$ cat src/rtl/servo_pkg.sv
// Shared register map, control-register layout and angle helper for the servo array controller.
package servo_pkg;

    localparam logic [3:0] TGT_BASE  = 4'h0;
    localparam logic [3:0] CTRL_ADDR = 4'h8;
    localparam logic [3:0] STEP_ADDR = 4'h9;
    localparam logic [3:0] STAT_ADDR = 4'hA;

    localparam int CTRL_EN_BIT   = 0;
    localparam int CTRL_SLEW_BIT = 1;

    typedef struct packed {
        logic slew_en;
        logic enable;
    } ctrl_t;

    function automatic logic [7:0] clamp_angle(input logic [7:0] angle, input logic [7:0] max_angle);
        return (angle > max_angle) ? max_angle : angle;
    endfunction

endpackage

$ cat src/rtl/servo_channel.sv
// One servo channel: target register, slewed current angle, per-frame pulse latch and PWM compare.
module servo_channel
    import servo_pkg::*;
#(
    parameter int CNT_W         = 20,
    parameter int MIN_TICKS     = 50000,
    parameter int TICKS_PER_DEG = 277,
    parameter int ANGLE_MAX     = 180
) (
    input  logic             clk,
    input  logic             reset,
    input  logic             tgt_we_i,
    input  logic [7:0]       tgt_i,
    input  logic             tick_i,
    input  logic             slew_en_i,
    input  logic [7:0]       step_i,
    input  logic             en_nxt_i,
    input  logic [CNT_W-1:0] cnt_nxt_i,
    output logic [7:0]       tgt_o,
    output logic [7:0]       cur_o,
    output logic             pwm_o
);

    logic [7:0]       tgt_q, tgt_d;
    logic [7:0]       cur_q, cur_d;
    logic [7:0]       dist_s, move_s, slew_s;
    logic [CNT_W-1:0] pulse_q, pulse_d;
    logic             pwm_q, pwm_d;

    // Boundary update reads the pre-write target so a write on the tick cycle lands one frame later
    always_comb begin
        if (tgt_we_i) begin
            tgt_d = clamp_angle(tgt_i, 8'(ANGLE_MAX));
        end else begin
            tgt_d = tgt_q;
        end
        if (tgt_q >= cur_q) begin
            dist_s = tgt_q - cur_q;
        end else begin
            dist_s = cur_q - tgt_q;
        end
        if (step_i < dist_s) begin
            move_s = step_i;
        end else begin
            move_s = dist_s;
        end
        if (tgt_q >= cur_q) begin
            slew_s = cur_q + move_s;
        end else begin
            slew_s = cur_q - move_s;
        end
        if (!tick_i) begin
            cur_d = cur_q;
        end else if (slew_en_i) begin
            cur_d = slew_s;
        end else begin
            cur_d = tgt_q;
        end
        if (tick_i) begin
            pulse_d = CNT_W'(MIN_TICKS) + CNT_W'(cur_d) * CNT_W'(TICKS_PER_DEG);
        end else begin
            pulse_d = pulse_q;
        end
        pwm_d = en_nxt_i && (cnt_nxt_i < pulse_d);
    end

    // Channel state registers
    always_ff @(posedge clk) begin
        if (reset) begin
            tgt_q   <= 8'd0;
            cur_q   <= 8'd0;
            pulse_q <= '0;
            pwm_q   <= 1'b0;
        end else begin
            tgt_q   <= tgt_d;
            cur_q   <= cur_d;
            pulse_q <= pulse_d;
            pwm_q   <= pwm_d;
        end
    end

    assign tgt_o = tgt_q;
    assign cur_o = cur_q;
    assign pwm_o = pwm_q;

endmodule

$ cat src/rtl/servo_array_ctrl.sv
// Multi-channel hobby-servo PWM controller: frame counter, register file, read mux and channel array.
module servo_array_ctrl
    import servo_pkg::*;
#(
    parameter int NUM_CH    = 4,
    parameter int CLK_HZ    = 50_000_000,
    parameter int FRAME_US  = 20000,
    parameter int MIN_US    = 1000,
    parameter int MAX_US    = 2000,
    parameter int ANGLE_MAX = 180
) (
    input  logic              clk,
    input  logic              reset,
    input  logic              wr_en,
    input  logic [3:0]        addr,
    input  logic [15:0]       wr_data,
    output logic [15:0]       rd_data,
    output logic [NUM_CH-1:0] servo_pwm,
    output logic              frame_tick
);

    // 64-bit elaboration math: FRAME_US*CLK_HZ overflows 32 bits at the defaults
    localparam int FRAME_TICKS   = int'(64'(FRAME_US) * 64'(CLK_HZ) / 64'd1_000_000);
    localparam int MIN_TICKS     = int'(64'(MIN_US) * 64'(CLK_HZ) / 64'd1_000_000);
    localparam int TICKS_PER_DEG = int'(64'(MAX_US - MIN_US) * 64'(CLK_HZ) / 64'd1_000_000 / 64'(ANGLE_MAX));
    localparam int CNT_W         = $clog2(FRAME_TICKS);
    localparam logic [CNT_W-1:0] CNT_LAST = CNT_W'(FRAME_TICKS - 1);

    logic [CNT_W-1:0]  cnt_q, cnt_d;
    logic              tick_q, tick_s;
    ctrl_t             ctrl_q, ctrl_d;
    logic [7:0]        step_q, step_d;
    logic [15:0]       rd_q, rd_d;
    logic [7:0]        tgt_s [NUM_CH];
    logic [7:0]        cur_s [NUM_CH];
    logic [NUM_CH-1:0] pwm_s, stat_s;
    logic              unused_s;

    assign unused_s = ^wr_data[15:8];
    assign tick_s   = (cnt_q == CNT_LAST);

    // Counter wrap, control register writes and the registered read mux
    always_comb begin
        if (tick_s) begin
            cnt_d = '0;
        end else begin
            cnt_d = cnt_q + CNT_W'(1);
        end
        ctrl_d = ctrl_q;
        step_d = step_q;
        if (wr_en && (addr == CTRL_ADDR)) begin
            ctrl_d.enable  = wr_data[CTRL_EN_BIT];
            ctrl_d.slew_en = wr_data[CTRL_SLEW_BIT];
        end else if (wr_en && (addr == STEP_ADDR)) begin
            step_d = wr_data[7:0];
        end else begin
            step_d = step_q;
        end
        rd_d = 16'h0000;
        case (addr)
            CTRL_ADDR: rd_d = 16'(ctrl_q);
            STEP_ADDR: rd_d = {8'h00, step_q};
            STAT_ADDR: rd_d = 16'(stat_s);
            default: begin
                for (int n = 0; n < NUM_CH; n++) begin
                    rd_d = (addr == TGT_BASE + 4'(n)) ? {8'h00, tgt_s[n]} : rd_d;
                end
            end
        endcase
    end

    // Top-level registers
    always_ff @(posedge clk) begin
        if (reset) begin
            cnt_q  <= '0;
            tick_q <= 1'b0;
            ctrl_q <= '0;
            step_q <= 8'd1;
            rd_q   <= 16'h0000;
        end else begin
            cnt_q  <= cnt_d;
            tick_q <= (cnt_d == CNT_LAST);
            ctrl_q <= ctrl_d;
            step_q <= step_d;
            rd_q   <= rd_d;
        end
    end

    for (genvar n = 0; n < NUM_CH; n++) begin : g_ch
        servo_channel #(
            .CNT_W         (CNT_W),
            .MIN_TICKS     (MIN_TICKS),
            .TICKS_PER_DEG (TICKS_PER_DEG),
            .ANGLE_MAX     (ANGLE_MAX)
        ) u_ch (
            .clk       (clk),
            .reset     (reset),
            .tgt_we_i  (wr_en && (addr == TGT_BASE + 4'(n))),
            .tgt_i     (wr_data[7:0]),
            .tick_i    (tick_s),
            .slew_en_i (ctrl_q.slew_en),
            .step_i    (step_q),
            .en_nxt_i  (ctrl_d.enable),
            .cnt_nxt_i (cnt_d),
            .tgt_o     (tgt_s[n]),
            .cur_o     (cur_s[n]),
            .pwm_o     (pwm_s[n])
        );
        assign stat_s[n] = (tgt_s[n] != cur_s[n]);
    end

    assign rd_data    = rd_q;
    assign servo_pwm  = pwm_s;
    assign frame_tick = tick_q;

endmodule

$ cat config.mk
export PLATFORM = sky130hd
export DESIGN_NAME = servo_array_ctrl
export DESIGN_NICKNAME = d
export VERILOG_FILES = /design/src/rtl/servo_pkg.sv /design/src/rtl/servo_channel.sv /design/src/rtl/servo_array_ctrl.sv
export SDC_FILE = /design/constraint.sdc
export NUM_CORES = 1
export LEC_CHECK = 0
export BUFFER_PORTS_ARGS = -buffer_cell sky130_fd_sc_hd__buf_4
export CORE_MARGIN = 4
export CORE_UTILIZATION = 36
export CTS_BUF_LIST = sky130_fd_sc_hd__clkbuf_16
export DETAILED_ROUTE_END_ITERATION = 7
export PLACE_DENSITY = 0.54
export SLEW_MARGIN = 25
export SYNTH_ARGS = -nofsm -noshare
export SYNTH_HDL_FRONTEND = slang
export SYNTH_SLANG_ARGS = --single-unit
$ cat constraint.sdc
create_clock -name clk -period 19.78 [get_ports clk]
set_clock_uncertainty 0.2 [all_clocks]
set_input_delay 3.956 -clock clk [delete_from_list [all_inputs] [get_ports clk]]
set_output_delay 3.956 -clock clk [all_outputs]
set_load 0.01 [all_outputs]
# After elaboration in Yosys (flattened, before gate mapping)
# Cells that the tools add are included.
# op_classes
n_addsub	21
mul	4
n_lt_le_gt_ge	13
n_eq_ne	12
muxes	32
bitwise_logic	1
reduce_logical	12
# op_table
op	n
$mux 8	25
$mux 20	5
$sub 8x8->8	12
$lt 20x20->1	4
$add 16x17->18 const A	4
$mul 8x9->17 const B	4
$eq 20x20->1 const B	2
$add 8x8->8	4
$ge 8x8->1	4
$lt 8x8->1	4
$ne 8x8->1	4
$pmux 8 s3	1
$add 20x1->20 const B	1
$eq 4x4->1 const B	3
$logic_and 1x1->1	10
$eq 4x2->1 const B	2
$gt 8x8->1 const B	1
$eq 4x1->1 const B	1
$logic_not 4->1	1
$reduce_and 2->1	1
$mux 1	1
$not 1->1	1
# totals
ff_bits	195

# Logic depth before layout (Yosys ltp)
# Gate-level depths: netlist of the first run.
# logic_depth
word_depth	13
depth_mapped	65
depth_no_buf	63

# Hierarchy
# Synthesis of the first run repeated with hierarchy kept, for this count alone.
# hier_totals
cells_unflattened	2501
area_unflattened_um2	20644.8
# modules_own_cells
mod	n_inst	cells_per_inst	area_per_inst_um2
servo_channel at g_ch[1].u_ch	1	593	4848.4
servo_channel at g_ch[3].u_ch	1	563	4553.1
servo_channel at g_ch[2].u_ch	1	522	4371.7
servo_channel at g_ch[0].u_ch	1	535	4357.9
servo_array_ctrl	1	288	2513.7

# Worst setup path after synthesis of the first run
# No wires, ideal clock.
# synth_path
path_type	flip-flop to flip-flop
startpoint	reg g_ch[3].u_ch.cur_q[1]
endpoint	reg g_ch[3].u_ch.pwm_q
setup_ps	74
t_arrival_ps	11406
slack_ps	8100
stages_incl_launch_ff	61
synth_period_minus_slack_ps	11680
cell_sequence	dfxtp_1 inv_1 fa_1 nand3_1 a31o_2 and2_1 clkbuf_1 a21oi_1 xnor2_1 ha_1 a21o_1 a21o_1 a21o_1 a41o_1 a311oi_1 nand2_1 clkbuf_1 nand2_1 [25 not listed] ha_1 a21oi_1 o21ai_0 a21oi_1 o2111ai_1 maj3_1 xnor2_1 nor2_1 a21oi_1 ha_1 nor2b_1 o21ai_0 nand2b_1 a21oi_1 nor2b_1 o21ai_0 nand3_1 a31oi_1
# synth_via
elab_chain_cells	13
elab_cells_between_ends	16
cone_classes	add/sub (5); mul (1); order compare (3); mux (6); reduce/logical (1)
# synth_rtl
item	line	rtl
from (decl)	servo_channel.sv:25	logic [7:0] cur_q, cur_d;
from (signal assigned)	servo_channel.sv:76	cur_q <= cur_d;
$sub 8x8->8 (tied with other cells)	servo_channel.sv:40	dist_s = cur_q - tgt_q;
$mux 8	servo_channel.sv:37	if (tgt_q >= cur_q) begin
$lt 8x8->1	servo_channel.sv:42	if (step_i < dist_s) begin
$mux 8	servo_channel.sv:42	
$sub 8x8->8 or $add 8x8->8 (tied branches)	servo_channel.sv:50, servo_channel.sv:48	
$mux 8 *	servo_channel.sv:47	if (tgt_q >= cur_q) begin
$mux 8 *	servo_channel.sv:54	end else if (slew_en_i) begin
$mux 8 *	servo_channel.sv:52	if (!tick_i) begin
via g_ch[3].u_ch.cur_d[7]	servo_channel.sv:25	
$mul 8x9->17 *	servo_channel.sv:60	pulse_d = CNT_W'(MIN_TICKS) + CNT_W'(cur_d) * CNT_W'(TICKS_PER_DEG);
$add 16x17->18 *	servo_channel.sv:60	
$mux 20 *	servo_channel.sv:59	if (tick_i) begin
$lt 20x20->1 *	servo_channel.sv:64	pwm_d = en_nxt_i && (cnt_nxt_i < pulse_d);
$logic_and 1x1->1 *	servo_channel.sv:64	
to (signal assigned)	servo_channel.sv:78	pwm_q <= pwm_d;
to (decl)	servo_channel.sv:28	logic pwm_q, pwm_d;
# Mark *: on every way through the listed nets, which the timed path passes. The rest lies on a longest branch.
# A chain may end at the register's enable or synchronous reset.

# Worst setup path after layout of the first run
# layout_path
startpoint	reg g_ch[3].u_ch.cur_q[2]
endpoint	reg g_ch[3].u_ch.pwm_q
# The elaborated chain is that of the path after synthesis.

==> impl_metrics.yaml, run 1 <==
outcome:
  outcome: "finished clean"
sta:
  timing.setup.tns_ns: 0
  holdWs_ns: 0.243
  setup_viol: 0
  timing.final.crit_share_pct: 70.8
  fin_crit_ns: 14.00
  relSlewSlack_pct: 29.0
  fmax_ghz: 0.0714
  worst_pin_slew_ns: 1.06
  hold_viol_final: 0
  slew_viol_final: 0
  grt_setup_unrepaired: "false"
yosys:
  synth-main-ff-cell: "dfxtp_1"
  synth.largest_area_cell: "ha_1"
  yosysMostFrequentCell: "ha_1"
  netlist_instances: 2358
  ys_seq_area_share_pct: 19.8
  synth_common_cells: "341 x ha_1, 264 x nor2_1, 215 x inv_1"
  yosys_warnings: 0
  synthArstFlopShare_pct: 0
  synth_cell_type_count: 91
  synth_edf_count: 0
  synth_area_sq_um: 19000
  synth-seq-cells: 187
  syn_area_per_cell_sq_um: 8.04
  netlist.area_leader.share_pct: 22.5
  synth_top_cells_by_area: "ha_1 23%, dfxtp_1 20%, a21oi_1 5.6%, nor2_1 5.2%, fa_1 4.6%"
cts:
  clk_root_buffer_cell: "clkbuf_16"
  cts_setup_buffers: 0
  cts.clk_slew.worst_paths_ns: 0.08
  clock_path_buffers: 2
  h-tree-depth: 4
  holdBufCountCts: 0
  numCtsBuffers: 17
  clkLatencyLatePin_ns: 0.47
  tritoncts: "yes"
  cts_sinks: 187
  cts_resized: 0
setup_path:
  cp_slowest_cell: "a2bb2oi_1"
  worstSetupEndpointType: "register"
  critPathMaxFanout: 12
  worstSetupStartpointType: "register"
  path_common_cell: "ha_1"
  crit_type: "reg -> reg"
  worstPathRequired_ns: 19.98
  arrival_ns: 14.21
  slowest_delay_ns: 0.59
  reg2reg_slack_ns: 5.78
grt:
  grt_pass1_wl_um: 84800
  gr-usage-all-layers_pct: 18.5
  grt_max_degree: 140
  grt-ovfl-total: 0
  antenna_found_initial: 0
  first_global_vias: 15500
die:
  fp.coreArea_sq_um: 51700
  num_rows: 83
  die_area_sq_um: 56400
  die_w_um: 237
  die_h_um: 237
  pin_count: 44
  start_util_pct: 36.6
place:
  dp.cells: 2987
  dp.final_hpwl_um: 41000
  gp_congestion: 0.899
  portBuffers: 27
routing:
  dr.pass1.iters: 6
  drc: 0
  wl_um: 52400
  drtIter0Drc: 981
  drtAntennaViolNets: 0
  via_per_inst: 5.26
  wire_per_inst_um: 17.4
  num_vias: 15900
pwr:
  powerDensity_nw_per_um2: 45.0
  leakage_nw: 9.44
  worst_ir_drop_vdd_mv: 0.0568
layout:
  syn_to_final_growth_pct: 7.19
  final_cell_count_no_fill: 3019
  num_antenna_cells: 0
  drive_above_1_share_pct: 5.26
  final_nets: 2734
job:
  maxCapViolations: 0
hold_path:
  hp-class: "reg -> reg"
power breakdown:
| part | switching [mW] | total (mW) | internal [mW] |
|---|---|---|---|
| sequential | 0.00346 | 0.382 | 0.378 |
| combinational | 0.114 | 0.183 | 0.0696 |
| clock | 0.181 | 0.349 | 0.168 |
worst paths after layout:
check | end | depth (start not counted) | from
worst min register to register | g_ch[3].u_ch.pulse_q[18]$_SDFF_PP0_ | 2 | g_ch[3].u_ch.pulse_q[18]$_SDFF_PP0_
worst max register to register | g_ch[3].u_ch.pwm_o$_SDFF_PP0_ | 58 | g_ch[3].u_ch.cur_o[2]$_SDFF_PP0_
worst min-delay path | g_ch[3].u_ch.pulse_q[18]$_SDFF_PP0_ | 2 | g_ch[3].u_ch.pulse_q[18]$_SDFF_PP0_
worst max-delay path | g_ch[3].u_ch.pwm_o$_SDFF_PP0_ | 58 | g_ch[3].u_ch.cur_o[2]$_SDFF_PP0_
metal layers:
layer / global-route usage (%) / routed length [um] / vias up
met5: 0 / 0 / -
met4: 4.74 / 1060 / 0
met3: 2.53 / 2280 / 54
met2: 29.5 / 23100 / 329
met1: 26.4 / 26000 / 7414
li1: - / - / 8098
cell type report:
class                           instances  area (sq um)
Clock inverter                         15           155
Fill cell                            5340         31400
Tap cell                              680           851
Sequential cell                       187          3740
Multi-Input combinational cell       1861         14000
Inverter                              218           818
Timing Repair Buffer                   41           324
Clock buffer                           17           425
cell families (layout without fill, tap and decap cells):
logic type,after synthesis,after routing,share of synthesized area [%]
flip-flops,187,187,19.8
multiplexers,82,82,4.46
AND/OR/NAND/NOR,706,706,17.4
AO/OA/AOI/OAI,537,537,17.9
XOR/XNOR,128,128,5.92
other,1,8,0.0198
buffers and inverters,317,291,6.60
adder cells (fa/ha/maj),400,400,28.0
state kept, by name, summed over array words and instances (netlist names):
register,flops
cnt_q,20
ctrl_q,2
frame_tick,1
g_ch.u_ch.cur_o,32
g_ch.u_ch.pulse_q,80
g_ch.u_ch.pwm_o,4
g_ch.u_ch.tgt_o,32
rd_data,8
step_q,8
per-stage QoR:
step                power [mW]  setup WS [ns]  instance area, sq um  util [%]
floorplan                0.531           8.10                 19000         -
global placement         0.569           6.13                 19700      38.2
detailed placement       0.572           6.01                 19700      38.2
CTS                      0.924           5.88                 20300      39.3
global route             0.963           4.61                 20300      39.3
finish                   0.914           5.78                 20300      39.3
cell usage in the layout (no fill, tap or decap), types with 44 or more instances in the layout:
cell	instances
a21oi_1	211
dfxtp_1	186
fa_1	44
ha_1	341
inv_1	215
mux2i_1	69
nand2_1	171
nand3_1	47
nor2_1	264
nor2b_1	45
o21ai_0	104
xnor2_1	86
worst max-delay path: cells and delay by family (launching register included):
family / cells / cell delay (ns)
DFF: 1 / 0.44
and+or+nand+nor: 13 / 1.92
xor gates and xnor gates: 5 / 1.27
adders and majority gates: 11 / 3.80
buffers and inverters: 5 / 0.46
AOI/OAI and AO/OA: 24 / 5.83
No activity file was read; power rests on OpenSTA's default activity.
==> inputs of run 2 (changes only) <==
--- a/config.mk
+++ b/config.mk
@@ -5,6 +5,7 @@
 export SDC_FILE = /design/constraint.sdc
 export NUM_CORES = 1
 export LEC_CHECK = 0
+export ABC_AREA = 1
 export BUFFER_PORTS_ARGS = -buffer_cell sky130_fd_sc_hd__buf_4
 export CORE_MARGIN = 4
 export CORE_UTILIZATION = 36
==> constraint.sdc (replaced) <==
create_clock -name clk -period 12.9 [get_ports clk]
set_clock_uncertainty 0.2 [all_clocks]
set_input_delay 2.58 -clock clk [delete_from_list [all_inputs] [get_ports clk]]
set_output_delay 2.58 -clock clk [all_outputs]
set_load 0.01 [all_outputs]
==> run 2 against run 1 <==
Net effect:
- non-clock buffer count up 1
- cell count up 11%
- count of clock-buffer cells in the layout is the same
- cell area increased by 1.2%
- critical endpoint is now g_ch[1].u_ch.pwm_o$_SDFF_PP0_
- synthesized area up 1.4%
==> impl_metrics.yaml, run 2 <==
cts:
  h-tree-depth: 4
  clock_path_buffers: 2
  holdBufCountCts: 0
  cts_setup_buffers: 0
  tritoncts: "yes"
  clkLatencyLatePin_ns: 0.49
  clk_root_buffer_cell: "clkbuf_16"
  numCtsBuffers: 17
  cts.clk_slew.worst_paths_ns: 0.07
  cts_resized: 0
  cts_sinks: 187
setup_path:
  worstPathRequired_ns: 13.04
  worstSetupStartpointType: "register"
  path_common_cell: "inv_1"
  slowest_delay_ns: 0.50
  arrival_ns: 11.69
  cp_slowest_cell: "fa_1"
  worstSetupEndpointType: "register"
  critPathMaxFanout: 13
  crit_type: "reg -> reg"
outcome:
  outcome: "finished clean"
layout:
  final_nets: 3064
  largest_reg_flops: 80
  syn_to_final_growth_pct: 6.93
  final_common_cell: "nand2_1"
  drive_above_1_share_pct: 7.35
  largest-register: "g_ch.u_ch.pulse_q"
  num_antenna_cells: 0
  final_cell_mix: "424 x nand2_1, 412 x inv_1, 341 x ha_1"
die:
  die_w_um: 239
  die_area_sq_um: 57200
  die_h_um: 239
  fp.coreArea_sq_um: 52800
  num_rows: 84
  pin_count: 44
  start_util_pct: 36.4
place:
  portBuffers: 27
  gp_congestion: 0.919
  dp.final_hpwl_um: 44000
sta:
  holdWs_ns: 0.252
  timing.setup.tns_ns: 0
  grt_setup_unrepaired: "false"
  fin_crit_ns: 11.55
  timing.final.crit_share_pct: 89.5
  hold_viol_final: 0
  worst_pin_slew_ns: 1.05
  relSlewSlack_pct: 29.6
  setup_viol: 0
  slew_viol_final: 0
  fmax_ghz: 0.0866
grt:
  grt_pass1_wl_um: 87900
  first_global_vias: 16400
  grt-ovfl-total: 0
  grt_max_degree: 78
  antenna_found_initial: 0
  gr-usage-all-layers_pct: 19.5
routing:
  wl_um: 55100
  num_vias: 16800
  wire_per_inst_um: 16.4
  drtIter0Drc: 1088
  drc: 0
  dr.pass1.iters: 6
  drtAntennaViolNets: 0
  via_per_inst: 5.01
yosys:
  netlist.area_leader.share_pct: 22.2
  synth_cell_type_count: 65
  synthArstFlopShare_pct: 0
  ys_seq_area_share_pct: 19.5
  synth_top_cells_by_area: "ha_1 22%, dfxtp_1 19%, nand2_1 8.3%, inv_1 8.0%, a21oi_1 5.3%"
  yosysMostFrequentCell: "nand2_1"
  synth_area_sq_um: 19200
  synth.largest_area_cell: "ha_1"
  synth-main-ff-cell: "dfxtp_1"
  yosys_warnings: 0
  synth_common_cells: "424 x nand2_1, 411 x inv_1, 341 x ha_1"
  netlist_instances: 2659
  synth_edf_count: 0
  synth-seq-cells: 187
  syn_area_per_cell_sq_um: 7.23
pwr:
  worst_ir_drop_vdd_mv: 0.107
  leakage_nw: 10.9
  powerDensity_nw_per_um2: 74.9
hold_path:
  hp-class: "reg -> reg"
job:
  maxCapViolations: 0
run 2: path summary, 6_finish.rpt:
kind | start | endpoint | slack [ns] | cells past startpoint
worst max-delay path | g_ch[1].u_ch.cur_o[1]$_SDFF_PP0_ | g_ch[1].u_ch.pwm_o$_SDFF_PP0_ | 1.35 | 66
worst min-delay path | g_ch[3].u_ch.pulse_q[19]$_SDFF_PP0_ | g_ch[3].u_ch.pulse_q[19]$_SDFF_PP0_ | 0.25 | 2
worst max register to register | g_ch[1].u_ch.cur_o[1]$_SDFF_PP0_ | g_ch[1].u_ch.pwm_o$_SDFF_PP0_ | 1.35 | 66
worst min register to register | g_ch[3].u_ch.pulse_q[19]$_SDFF_PP0_ | g_ch[3].u_ch.pulse_q[19]$_SDFF_PP0_ | 0.25 | 2
run 2: final cells by class:
cell class,count,area [sq um]
fillers,5640,32200
inverters,428,1610
multi-input cells,1980,13500
flip-flops and latches,187,3740
clock buffers,17,425
well taps,688,861
repair buffers,42,315
clock inverters,14,97.6
run 2: metal layers:
layer	global-route usage (%)	part of all wire, %	up-vias
li1	-	-	8676
met1	26.5	49	7759
met2	31.8	45	300
met3	3.30	4.3	75
met4	5.86	2.4	0
met5	0	0	-
run 2: where the power goes:
group,switching [mW],internal [mW],total [mW]
Sequential,0.00612,0.581,0.587
Clock,0.257,0.246,0.503
Combinational,0.301,0.148,0.450
run 2: critical path: cells and delay by family, from the launching register on:
kind / cells / cell delay [ns]
compound gates: 15 / 2.47
xor+xnor: 5 / 1.22
fa+ha+maj: 10 / 3.14
buf+inv: 11 / 1.11
flops: 1 / 0.49
mux: 1 / 0.18
simple gates: 24 / 2.60
run 2: kinds of logic (layout without fill, tap and decap cells):
family	Yosys count	count (layout)	share of synthesized area, %
flops	187	187	19.5
fa+ha+maj	385	385	26.8
mux	37	37	1.93
simple gates	949	949	21.9
buf+inv	499	501	10.5
compound gates	496	496	14.6
xor+xnor	105	105	4.82
other cells	1	8	0.0195
run 2: through the flow:
| stage | utilization, % | cells | area, sq um | setup WS (ns) | power (mW) |
|---|---|---|---|---|---|
| 6_report | 39.0 | 3356 | 20600 | 1.35 | 1.54 |
| 5_1_grt | 39.0 | 3356 | 20600 | 0.283 | 1.63 |
| 4_1_cts | 39.0 | 3356 | 20600 | 1.52 | 1.55 |
| 3_5_place_dp | 38.0 | 3325 | 20000 | 1.61 | 1.04 |
| 3_3_place_gp | 38.0 | 3325 | 20000 | 1.69 | 1.03 |
| 2_1_floorplan | - | 2666 | 19300 | 3.16 | 0.939 |
==> inputs of run 3 (changes only) <==
--- a/config.mk
+++ b/config.mk
@@ -7,7 +7,6 @@
 export LEC_CHECK = 0
 export ABC_AREA = 1
 export BUFFER_PORTS_ARGS = -buffer_cell sky130_fd_sc_hd__buf_4
-export CORE_MARGIN = 4
 export CORE_UTILIZATION = 36
 export CTS_BUF_LIST = sky130_fd_sc_hd__clkbuf_16
 export DETAILED_ROUTE_END_ITERATION = 7
==> constraint.sdc (replaced) <==
create_clock -name clk -period 12.6 [get_ports clk]
set_clock_uncertainty 0.2 [all_clocks]
set_input_delay 2.52 -clock clk [delete_from_list [all_inputs] [get_ports clk]]
set_output_delay 2.52 -clock clk [all_outputs]
set_load 0.01 [all_outputs]
==> run 3 against run 2 <==
Net effect:
- sequential share of layout area fell by 0.094 points
- cell count barely moved
- utilization rose by 0.28 points
- highest routed layer unchanged
- non-clock buffer count rose by 1
- clock power rose by 18%
==> impl_metrics.yaml, run 3 (synthesized netlist as in run 2, its figures left out) <==
setup_path:
  worstSetupStartpointType: "register"
  worstPathRequired_ns: 12.75
  r2r_cells: 66
  regToRegEndpoint: "g_ch[1].u_ch.pwm_o$_SDFF_PP0_"
  reg2reg_slack_ns: 1.30
  critPathMaxFanout: 13
  crit_type: "reg -> reg"
  arrival_ns: 11.46
  r2r_start: "g_ch[1].u_ch.cur_o[1]$_SDFF_PP0_"
  path_common_cell: "inv_1"
  worstSetupEndpointType: "register"
  slowest_delay_ns: 0.50
  cp_slowest_cell: "fa_1"
hold_path:
  min_to: "g_ch[3].u_ch.pulse_q[18]$_SDFF_PP0_"
  min-delay-start: "g_ch[3].u_ch.pulse_q[18]$_SDFF_PP0_"
  hp-class: "reg -> reg"
  holdPathStages: 2
sta:
  hold_viol_final: 0
  fmax_ghz: 0.0885
  holdWs_ns: 0.254
  slew_viol_final: 0
  fin_crit_ns: 11.30
  timing.setup.tns_ns: 0
  finalWorstSetupSlack_ns: 1.30
  timing.final.crit_share_pct: 89.7
  grt_setup_unrepaired: "false"
  setup_viol: 0
  worst_pin_slew_ns: 1.01
  relSlewSlack_pct: 32.3
grt:
  first_global_vias: 16500
  antenna_found_initial: 0
  grt_max_degree: 78
  grt_pass1_wl_um: 89000
  gr-usage-all-layers_pct: 21.0
  grt-ovfl-total: 0
routing:
  top_layer: "met4"
  num_vias: 17000
  drtAntennaViolNets: 0
  wl_met1_um: 26700
  dr.pass1.iters: 5
  drc: 0
  drtIter0Drc: 1151
  wl_met2_um: 24700
  wl_met3_um: 2300
  via_per_inst: 5.06
  wl_um: 55000
  wire_per_inst_um: 16.4
layout:
  final_nets: 3065
  final_common_cell: "nand2_1"
  final_cell_mix: "424 x nand2_1, 412 x inv_1, 341 x ha_1"
  largest_reg_flops: 80
  fillers: 5497
  largest-register: "g_ch.u_ch.pulse_q"
  drive_above_1_share_pct: 7.42
  num_antenna_cells: 0
  syn_to_final_growth_pct: 7.48
outcome:
  outcome: "finished clean"
cts:
  tritoncts: "yes"
  numCtsBuffers: 17
  cts.clk_slew.worst_paths_ns: 0.08
  cts_resized: 0
  cts_setup_buffers: 0
  clock_path_buffers: 2
  cts_sinks: 187
  holdBufCountCts: 0
  clkLatencyLatePin_ns: 0.50
  clk_root_buffer_cell: "clkbuf_16"
  h-tree-depth: 4
die:
  pin_count: 44
  fp.coreArea_sq_um: 52700
  die_w_um: 233
  num_rows: 84
  start_util_pct: 36.5
  die_h_um: 233
  die_area_sq_um: 54300
place:
  pre_cts_slack_ns: 1.42
  portBuffers: 27
  gp_congestion: 0.896
  dp.final_hpwl_um: 43900
pwr:
  leakage_nw: 10.9
  powerDensity_nw_per_um2: 80.0
  worst_ir_drop_vdd_mv: 0.112
job:
  maxCapViolations: 0
## run 3: worst max-delay path by stage
stage / start / end / slack [ns] / cells after the start
6_report: g_ch[1].u_ch.cur_o[1]$_SDFF_PP0_ / g_ch[1].u_ch.pwm_o$_SDFF_PP0_ / 1.30 / 66
5_1_grt: g_ch[2].u_ch.cur_o[1]$_SDFF_PP0_ / g_ch[2].u_ch.pwm_o$_SDFF_PP0_ / 0.28 / 68
4_1_cts: g_ch[3].u_ch.cur_o[1]$_SDFF_PP0_ / g_ch[3].u_ch.pwm_o$_SDFF_PP0_ / 1.35 / 64
2_1_floorplan: g_ch[1].u_ch.cur_o[1]$_SDFF_PP0_ / g_ch[1].u_ch.pwm_o$_SDFF_PP0_ / 2.86 / 65
3_3_place_gp: g_ch[3].u_ch.cur_o[1]$_SDFF_PP0_ / g_ch[3].u_ch.pwm_o$_SDFF_PP0_ / 1.53 / 64
3_5_place_dp: g_ch[3].u_ch.cur_o[1]$_SDFF_PP0_ / g_ch[3].u_ch.pwm_o$_SDFF_PP0_ / 1.42 / 64
## run 3: routing by layer
metal  GRT usage [%]  vias up
met4            6.70        0
met3            3.43       84
li1                -     8683
met5               0        -
met1            28.5     7879
met2            33.7      348
## run 3: critical path, delay by kind of cell, from the launching register on
| kind | cells | cell delay (ns) |
|---|---|---|
| fa+ha+maj | 10 | 3.14 |
| flops | 1 | 0.47 |
| buf+inv | 11 | 1.11 |
| compound gates | 15 | 2.39 |
| simple gates | 24 | 2.53 |
| xor+xnor | 5 | 1.17 |
| mux | 1 | 0.17 |
## run 3: area by class of cell
type	instances	area [sq um]	share of cell area, %
multi-input combinational	1980	13500	65.4
sequential	187	3740	18.1
inverter	428	1610	7.80
tap	688	861	4.17
clock buffer	17	425	2.06
timing repair buffer	43	323	1.56
clock inverter	15	191	0.926
## run 3: stage by stage
stage	instance area, sq um	cells	utilization (%)	power, mW
floorplan	19300	2666	-	0.962
global placement	20000	3326	38.1	1.06
detailed placement	20000	3326	38.1	1.07
CTS	20700	3358	39.2	1.66
global route	20700	3358	39.2	1.75
finish	20700	3358	39.2	1.65
## run 3: report_power, final
group | leakage, nW | switching (mW) | internal [mW] | total (mW)
combinational | 9.12 | 0.309 | 0.152 | 0.461
sequential | 1.51 | 0.00602 | 0.595 | 0.601
clock | 0.300 | 0.276 | 0.316 | 0.592
